--- src/rtl/vmem_seq.sv ---
// vmem_seq: multi-beat vector load/store sequencer driving four DMEM lanes (VMEM_SEQ_STRIDE_EN enables strided addressing)
module vmem_seq #(
  parameter int VLEN = 128,
  parameter int XLEN = 32,
  localparam int ELEMS = VLEN / 32,
  localparam int VLW = $clog2(ELEMS + 1)
) (
  input  logic              clk,
  input  logic              rst,
  input  logic              start,
  input  logic              isStore,
  input  logic [XLEN-1:0]   base,
  input  logic [XLEN-1:0]   stride,
  input  logic [VLW-1:0]    vl,
  input  logic [ELEMS-1:0]  vmask,
  input  logic [VLEN-1:0]   vs3,
  input  logic [VLEN-1:0]   vdOld,
  input  logic [127:0]      memRData,
  output logic [XLEN-1:0]   addr0,
  output logic [XLEN-1:0]   addr1,
  output logic [XLEN-1:0]   addr2,
  output logic [XLEN-1:0]   addr3,
  output logic [2:0]        we0,
  output logic [2:0]        we1,
  output logic [2:0]        we2,
  output logic [2:0]        we3,
  output logic [2:0]        re0,
  output logic [2:0]        re1,
  output logic [2:0]        re2,
  output logic [2:0]        re3,
  output logic [127:0]      memWData,
  output logic [VLEN-1:0]   vwb,
  output logic              busy,
  output logic              done
);
  localparam int BEATS = ELEMS / 4;
  localparam int BW = $clog2(BEATS + 1);
  localparam logic [2:0] WCODE = 3'b010;
  typedef enum logic [1:0] {IDLE, ISSUE, DONE} state_t;
  state_t state;
  logic st_r, last;
  logic [XLEN-1:0] ra, str;
  logic [BW-1:0] b;
  logic [VLW-1:0] vl_r, vl_c;
  logic [ELEMS-1:0] mask_r;
  logic [3:0] msk_sh, act;
  logic [VLEN-1:0] vs3_r, wmask;
  logic [127:0] vs3_sh, lwd, lm;
  logic [3:0][XLEN-1:0] la;
  logic [3:0][2:0] lwe, lre;
`ifdef VMEM_SEQ_STRIDE_EN
  logic [XLEN-1:0] stride_r;
  always_ff @(posedge clk or posedge rst)
    if (rst) stride_r <= '0;
    else if (state == IDLE && start) stride_r <= stride;
  assign str = stride_r;
`else
  logic unused_stride;
  assign unused_stride = ^stride;
  assign str = XLEN'(4);
`endif
  always_comb begin
    vl_c = vl > VLW'(ELEMS) ? VLW'(ELEMS) : vl;
    msk_sh = 4'(mask_r >> {b, 2'b00});
    vs3_sh = 128'(vs3_r >> {b, 7'd0});
    last = (32'(b) + 32'd1) * 32'd4 >= 32'(vl_r);
    for (int k = 0; k < 4; k++) begin
      act[k] = state == ISSUE && 32'(b) * 32'd4 + 32'(k) < 32'(vl_r) && msk_sh[k];
      la[k] = act[k] ? ra + XLEN'(k) * str : '0;
      lwe[k] = act[k] && st_r ? WCODE : 3'b000;
      lre[k] = act[k] && !st_r ? WCODE : 3'b000;
      lwd[32*k +: 32] = act[k] && st_r ? vs3_sh[32*k +: 32] : 32'd0;
      lm[32*k +: 32] = {32{act[k] && !st_r}};
    end
    wmask = VLEN'(lm) << {b, 7'd0};
  end
  always_ff @(posedge clk or posedge rst)
    if (rst) begin
      state <= IDLE;
      st_r <= 1'b0;
      ra <= '0;
      b <= '0;
      vl_r <= '0;
      mask_r <= '0;
      vs3_r <= '0;
      vwb <= '0;
    end else
      case (state)
        IDLE:
          if (start) begin
            st_r <= isStore;
            ra <= base;
            b <= '0;
            vl_r <= vl_c;
            mask_r <= vmask;
            vs3_r <= vs3;
            vwb <= vdOld;
            state <= vl_c == '0 ? DONE : ISSUE;
          end
        ISSUE: begin
          vwb <= (vwb & ~wmask) | ({BEATS{memRData}} & wmask);
          ra <= ra + (str << 2);
          b <= b + 1'b1;
          state <= last ? DONE : ISSUE;
        end
        default: state <= IDLE;
      endcase
  assign {addr3, addr2, addr1, addr0} = la;
  assign {we3, we2, we1, we0} = lwe;
  assign {re3, re2, re1, re0} = lre;
  assign memWData = lwd;
  assign busy = state != IDLE;
  assign done = state == DONE;
endmodule

--- config.mk ---
export PLATFORM = sky130hd
export DESIGN_NAME = vmem_seq
export DESIGN_NICKNAME = d
export VERILOG_FILES = /design/src/rtl/vmem_seq.sv
export SDC_FILE = /design/constraint.sdc
export NUM_CORES = 1
export LEC_CHECK = 0
export ABC_AREA = 1
export CAP_MARGIN = 20
export CORE_AREA = 2 2 335 337
export CTS_CLUSTER_SIZE = 25
export DETAILED_ROUTE_END_ITERATION = 6
export DIE_AREA = 0 0 337 339
export SYNTH_ARGS = -nofsm -noshare
export SYNTH_HDL_FRONTEND = slang
export SYNTH_SLANG_ARGS = --single-unit
--- constraint.sdc ---
create_clock -name clk -period 16.3 [get_ports clk]
set_input_delay 1.63 -clock clk [delete_from_list [all_inputs] [get_ports clk]]
set_output_delay 1.63 -clock clk [all_outputs]
set_load 0.005 [all_outputs]
[Word level (Yosys, flattened, before mapping)]
Index checks and enable logic that the tools add are counted.
Operators by class
  equality and inequality tests: 3
  reductions and logical operators: 23
  multiply operators: 0
  multiplexer cells: 27
  $lt $le $gt $ge: 6
  add/sub/neg operators: 9
  shifts and indexed selects: 3
  bitwise gates (word level): 4
  divide/modulo/power cells: 0
Operator list (count)
  $mux 32: 9
  $and 128x128->128: 2
  $pmux 128 s2: 1
  $mux 128: 1
  $not 128->128: 1
  $or 128x128->128: 1
  $shl 128x8->128: 1
  $shr 128x8->128: 1
  $add 32x4->32 const B: 2
  $pmux 32 s2: 1
  $add 32x3->32 const B: 1
  $add 32x5->32 const B: 1
  $mux 2: 11
  $logic_and 1x1->1: 16
  $lt 4x3->1: 3
  $add 3x2->4 const B: 2
  $add 3x1->4 const B: 1
  $ge 4x3->1: 1
  $pmux 2 s2: 1
  $reduce_and 2->1: 2
  $reduce_bool 2->1: 2
  $shr 4x3->4: 1
  $gt 3x3->1 const B: 1
  $logic_not 3->1: 1
  11 further kinds: 11
Word-level totals
  flip-flop bits (word level): 299
  memories: 0
  logic and storage cells: 83
  ROM bits: 0
  memory bits (writable): 0
  latch bits: 0
  bits of input ports: 459

[Depth between registers and ports, before layout]
Gate-level depths: netlist (run 1).
  depth after elaboration: 10
  mapped depth: 13
  depth with buffers taken out: 12

[Worst setup path before layout (run 1)]
OpenSTA, ideal clock, no wires.
  kind: reg2out
  start point: register b
  end point: output port memWData[85]
  path buffers: 1
  cell stages (with the launch flop): 11
  data arrival time: 1.652 ns
  slack: 13.018 ns
  path through: dfrtp_1 -> inv_1 -> ha_1 -> inv_1 -> a21oi_1 -> nor2_1 -> nand2_4 -> nor2_2 -> inv_2 -> clkbuf_1 -> nor2_1
Between the ends
  cells in the longest elaborated chain, start to end: 6
  elaborated cells on any way between the ends: 8
  those cells by class: 1 x add/sub; 1 x order compare; 2 x shift; 1 x mux; 3 x reduce/logical
Ends and longest elaborated chain
  from (decl): line 43  | logic [BW-1:0] b;
  from (signal assigned): line 103  | b <= b + 1'b1;
  $add 3x2->4: line 68  | act[k] = state == ISSUE && 32'(b) * 32'd4 + 32'(k) < 32'(vl_r) && msk_sh[k];
  $lt 4x3->1: line 68
  $logic_and 1x1->1 (2 in series): line 68
  $logic_and 1x1->1: line 72  | lwd[32*k +: 32] = act[k] && st_r ? vs3_sh[32*k +: 32] : 32'd0;
  $mux 32 *: line 72
  to (decl): line 31  | output logic [127:0] memWData,
Every way passes the cells marked *; elsewhere a longest branch is shown, timed or not.

[Worst setup path after layout (run 1)]
  start point: register state[1]
  end point: output port addr3[17]
Between the ends
  cells in the longest elaborated chain, start to end: 4
Ends and longest elaborated chain
  from (decl): line 40  | state_t state;
  from (signal assigned): line 98  | state <= vl_c == '0 ? DONE : ISSUE;
  from (signal assigned): line 104  | state <= last ? DONE : ISSUE;
  $eq 2x1->1: line 68
  $logic_and 1x1->1 (2 in series): line 68
  $mux 32: line 69  | la[k] = act[k] ? ra + XLEN'(k) * str : '0;
  to (decl): line 22  | output logic [XLEN-1:0] addr3,
No other way between the ends.

==> results of run 1 <==
## final cells by class
type / instances / share of cell area
Clock inverter: 18 / 0.00741
Timing Repair Buffer: 843 / 0.308
Clock buffer: 55 / 0.0430
Inverter: 225 / 0.0317
Sequential cell: 299 / 0.275
Antenna cell: 4 / 0.000368
Tap cell: 1488 / 0.0685
Multi-Input combinational cell: 1583 / 0.266
## power by group
group | switching (mW) | internal [mW] | total, mW
Combinational | 1.29 | 0.831 | 2.12
Clock | 0.389 | 0.540 | 0.928
Sequential | 0.242 | 1.12 | 1.36
Total | 1.92 | 2.49 | 4.41
## path summary, 6_finish.rpt
check                                              to  slack [ns]            startpoint  cells after the start
worst max-delay path                        addr3[17]       10.30  state[1]$_DFFE_PP0P_                     10
worst min-delay path                         register        0.48              register                      2
min in group asynchronous                   async pin        1.47                   rst                      2
max in group asynchronous       vs3_r[49]$_DFFE_PP0P_       12.78                   rst                      4
worst min register to register               register        0.48              register                      2
worst max register to register               register       11.71  state[0]$_DFFE_PP0P_                      9
## per-layer routing
metal  wire [um]  part of all wire  global-route usage  vias up
met2       44500              0.46               0.268      811
met3       10200              0.11              0.0662      134
li1            -                 -                   -     8678
met1       39700              0.41               0.197     8676
met4        2440             0.025              0.0422       28
met5         165            0.0017                   0        -
## cell usage in the layout (no fill, tap or decap), types with 3 or more instances in the layout
cell	Yosys	routed
clkbuf_16	0	41
buf_4	25	23
clkbuf_8	0	9
nand3_1	331	331
nand4_1	34	34
diode_2	0	4
o22ai_1	7	7
o21a_1	4	4
nand2_1	529	528
clkdlybuf4s50_1	0	820
o21ai_1	17	17
inv_1	213	211
nand2_4	3	3
dfrtp_1	299	299
clkinv_2	0	10
xor2_1	13	13
nor2_1	294	294
nor2_4	10	11
inv_2	12	11
conb_1	1	16
nor3_1	23	23
a21oi_1	70	70
ha_1	8	8
nor2_2	18	17
a31oi_1	3	3
clkbuf_1	46	5
nand2_2	4	4
o21ai_0	180	180
## logic make-up (layout without fill, tap and decap cells)
group | Yosys count | after routing
other | 1 | 20
buffers and inverters | 378 | 1141
AND/OR/NAND/NOR | 1255 | 1255
flip-flops | 299 | 299
AO/OA/AOI/OAI | 290 | 290
XOR/XNOR | 14 | 14
adder cells (fa/ha/maj) | 8 | 8
## worst max-delay path: stages (launching register included)
cell             delay, ns
dfrtp_1               0.43
inv_2                 0.06
buf_4                 0.50
nand2_8               0.51
nor2_4                0.25
nand3_2               0.29
buf_4                 0.36
inv_2                 0.30
o21ai_1               0.12
a21oi_1               0.18
clkdlybuf4s50_1       0.72
## stage by stage
step	hold WS (ns)	cell area, um2	cells	setup slack [ns]
after floorplan	0.449	16300	2260	6.41
after global placement	0.465	25800	4438	10.42
after detailed placement	0.468	25800	4438	10.34
after CTS	0.483	27200	4511	10.07
after global routing	0.495	27200	4512	9.93
final	0.480	27200	4515	10.30
==> flow_metrics.env, run 1 <==
export IMPL_status="complete, no violations"
export IMPL_drt_pass1_iter_count=5
export IMPL_rows=122
export IMPL_core_area_um2=110000
export IMPL_cts_buffer_depth=3
export IMPL_grt_setup_unrepaired="false"
export IMPL_synth_yosys_seq_area_share=0.460
export IMPL_fin_nets=3460
export IMPL_floorplan_io_pins=869
export IMPL_post_synth_cell_area_avg_um2=7.25
export IMPL_die_h_um=339
export IMPL_finalCritPeriodShare=0.368
export IMPL_cts_root_buf="clkbuf_16"
export IMPL_antenna_found_initial=20
export IMPL_drive_gt1_frac=0.0476
export IMPL_yosysTopAreaCell="dfrtp_1"
export IMPL_tightestPinTransition_ns=1.05
export IMPL_cts_htree_levels=2
export IMPL_synth_most_common_cell="nand2_1"
export IMPL_holdBufCountCts=0
export IMPL_syn_area_um2=16300
export IMPL_yosysTopAreaCellShare=0.460
export IMPL_design_die_area_um2=114000
export IMPL_synth_mux_area_frac=0
export IMPL_required_ns=14.67
export IMPL_yosysWarningCount=0
export IMPL_grt_max_degree=123
export IMPL_fin_crit_ns=6.00
export IMPL_gp_congestion=0.880
export IMPL_synth_ff_latch_count=299
export IMPL_via_per_inst=4.06
export IMPL_grt_pass1_vias=17700
export IMPL_synth_simple_area_share=0.333
export IMPL_drc=0
export IMPL_p_leak_nw=11.3
export IMPL_cts_tree="yes"
export IMPL_num_fill_cells=12200
export IMPL_final_core_util=0.246
export IMPL_avgRoutedWirePerCell_um=21.5
export IMPL_multi_input_area_um2=7220
export IMPL_maxSlewHeadroom=0.300
export IMPL_cp_start_kind="register"
export IMPL_crit_type="register to output port"
export IMPL_post_cts_buffers=0
export IMPL_wl_um=97000
export IMPL_power_mw=4.41
export IMPL_drt_iter0_drc=1170
export IMPL_hpwl_um=76000
export IMPL_setup_viol=0
export IMPL_fmax_mhz=167
export IMPL_start_util=0.147
export IMPL_async_flop_share=1.00
export IMPL_synth_compound_area_frac=0.0922
export IMPL_slew_violations=0
export IMPL_maxCapViolations=0
export IMPL_ant_nets=0
export IMPL_synth_xor_xnor_area_share=0.00754
export IMPL_synthAdderAreaFrac=0.00615
export IMPL_clock_sinks=299
export IMPL_cts_resized=0
export IMPL_synth_common_cells="nand2_1 (529), nand3_1 (331), dfrtp_1 (299)"
export IMPL_setup_tns_ns=0
export IMPL_peakVddDrop_mv=0.0777
export IMPL_grt_pass1_wl_um=134000
export IMPL_insertion_delay_ns=0.61
export IMPL_seq_area_um2=7480
export IMPL_io_buffers=820
export IMPL_grt_overflow=0
export IMPL_ys_types=40
export IMPL_area_growth_pct=67.2
export IMPL_cts_buffers_inserted=41
export IMPL_power_density_nw_per_um2=162
export IMPL_yosys_most_used_dff="dfrtp_1"
export IMPL_track_usage=0.163
export IMPL_worst_setup_path_end_kind="output port"
export IMPL_cp_max_fo=81
export IMPL_hold_viol=0
export IMPL_dieWidth_um=337
export IMPL_synth_top_family_by_area="simple AND/OR/NAND/NOR gates"
export IMPL_min_path_type="register to register"
export IMPL_syn_inst=2245
export IMPL_vias=18300
export IMPL_fin_skew_ns=0.0255
export IMPL_synth_area_leaders="dfrtp_1 (46%), nand2_1 (12%), nand3_1 (10%), nor2_1 (6.8%), o21ai_0 (5.5%)"
export IMPL_cp_data_arrival_time_ns=4.37
export IMPL_synth_edf_count=0
export IMPL_path_clk_slew_ns=0.06
(Power assumes the default switching activity.)
==> inputs of run 2 (changes only) <==
Clock period 16.3 ns to 5.1 ns, I/O delays scaled along.
==> run 2 against run 1 <==
Worst hold slack lost 0.092 ns. First-iteration DRC count grew 16%. Wire length grew 0.70%. Utilization grew 0.096 points. Final cell count grew 0.18%. Sequential cell count is the same. Critical path depth grew 1. Critical path type unchanged. Largest cell class unchanged.
==> flow_metrics.env, run 2 (same netlist as run 1, synthesis figures left out) <==
export IMPL_core_area_um2=110000
export IMPL_fin_crit_ns=4.43
export IMPL_ant_nets=0
export IMPL_maxCapViolations=0
export IMPL_mostFrequentLayoutCell="clkdlybuf4s50_1"
export IMPL_cp_start_kind="register"
export IMPL_grt_setup_unrepaired="false"
export IMPL_power_density_nw_per_um2=517
export IMPL_dieWidth_um=337
export IMPL_avgRoutedWirePerCell_um=21.6
export IMPL_path_clk_slew_ns=0.06
export IMPL_fmax_mhz=226
export IMPL_cts_root_buf="clkbuf_16"
export IMPL_crit_path_top_delay_cell="clkdlybuf4s50_1"
export IMPL_maxSlewHeadroom=0.329
export IMPL_gp_congestion=0.904
export IMPL_hold_viol=0
export IMPL_min_path_type="input pin to async pin"
export IMPL_track_usage=0.164
export IMPL_grt_overflow=0
export IMPL_start_util=0.147
export IMPL_whs_ns=0.388
export IMPL_fin_nets=3469
export IMPL_drc=0
export IMPL_worst_setup_path_end_kind="output port"
export IMPL_crit_top_cell="nor2_1"
export IMPL_floorplan_io_pins=869
export IMPL_peakVddDrop_mv=0.222
export IMPL_clock_sinks=299
export IMPL_cts_resized=0
export IMPL_cp_max_fo=23
export IMPL_slew_violations=0
export IMPL_drt_pass1_iter_count=5
export IMPL_fin_skew_ns=0.0260
export IMPL_p_leak_nw=11.3
export IMPL_via_per_inst=4.10
export IMPL_grt_max_degree=152
export IMPL_setup_ws_ns=0.669
export IMPL_setup_viol=0
export IMPL_pre_cts_ws_ns=1.19
export IMPL_setup_tns_ns=0
export IMPL_area_growth_pct=67.8
export IMPL_finalCritPeriodShare=0.869
export IMPL_cts_tree="yes"
export IMPL_wl_um=97600
export IMPL_antenna_found_initial=26
export IMPL_die_h_um=339
export IMPL_cts_htree_levels=2
export IMPL_design_die_area_um2=114000
export IMPL_cts_buffer_depth=3
export IMPL_cp_data_arrival_time_ns=3.92
export IMPL_holdBufCountCts=0
export IMPL_tightestPinTransition_ns=1.01
export IMPL_dpl_cell_area_um2=26000
export IMPL_rows=122
export IMPL_status="complete, no violations"
export IMPL_drt_iter0_drc=1355
export IMPL_hpwl_um=77100
export IMPL_slowest_delay_ns=0.60
export IMPL_final_cell_mix="clkdlybuf4s50_1 (820), nand2_1 (528), nand3_1 (331), dfrtp_1 (299), nor2_1 (294)"
export IMPL_insertion_delay_ns=0.59
export IMPL_post_cts_buffers=0
export IMPL_required_ns=4.59
export IMPL_cts_buffers_inserted=39
export IMPL_drive_gt1_frac=0.0505
export IMPL_grt_pass1_vias=17500
export IMPL_vias=18500
export IMPL_path_cells="inv_1 -> ha_1 -> inv_1 -> nor2_1 -> nand2_1 -> nand2_1 -> nor2_1 -> clkinv_1 -> buf_4 -> nor2_1 -> clkdlybuf4s50_1"
export IMPL_crit_type="register to output port"
export IMPL_io_buffers=820
export IMPL_final_cell_area_um2=27300
export IMPL_r2r_cells=11
export IMPL_grt_pass1_wl_um=133000
==> run 2: path summary, 6_finish.rpt <==
kind | slack (ns) | end | startpoint
min | 0.39 | async pin | rst
min reg2reg | 0.48 | register | register
max | 0.67 | addr0[3] | b$_DFFE_PP0P_
max reg2reg | 2.06 | register | b$_DFFE_PP0P_
min in group clk | 0.48 | vs3_r[46]$_DFFE_PP0P_ | vs3[46]
max in group asynchronous | 3.68 | vs3_r[41]$_DFFE_PP0P_ | rst
==> run 2: area by class of cell <==
class,instances,area (um2)
well taps,1488,1860
fillers,12200,83100
flip-flops and latches,299,7480
multi-input cells,1583,7220
diodes,3,7.51
repair buffers,854,8540
inverters,225,858
clock inverters,17,193
clock buffers,54,1130
==> run 2: worst max-delay path: cells and delay by family, from the launching register on <==
family | cells | cell delay [ns]
flops | 1 | 0.50
buf+inv | 5 | 1.79
simple gates | 5 | 0.68
fa+ha+maj | 1 | 0.32
==> run 2: per-layer routing <==
metal,up-vias,global-route usage,part of all wire
met4,32,0.0408,0.024
met3,135,0.0613,0.10
li1,8693,-,-
met5,-,0,0.0019
met1,8805,0.200,0.41
met2,867,0.269,0.46
==> run 2: report_power, final <==
part           total (mW)  switching (mW)  internal (mW)  leakage, nW
logic                6.84            4.14           2.70         7.13
clock network        2.87            1.20           1.67        0.642
registers            4.39           0.816           3.57         3.58
==> run 2: per-stage QoR <==
step	power, mW	utilization	std cells
floorplan	7.46	-	2260
global placement	11.3	0.235	4449
detailed placement	11.4	0.235	4449
CTS	14.3	0.247	4520
global route	15.1	0.247	4520
finish	14.1	0.247	4523
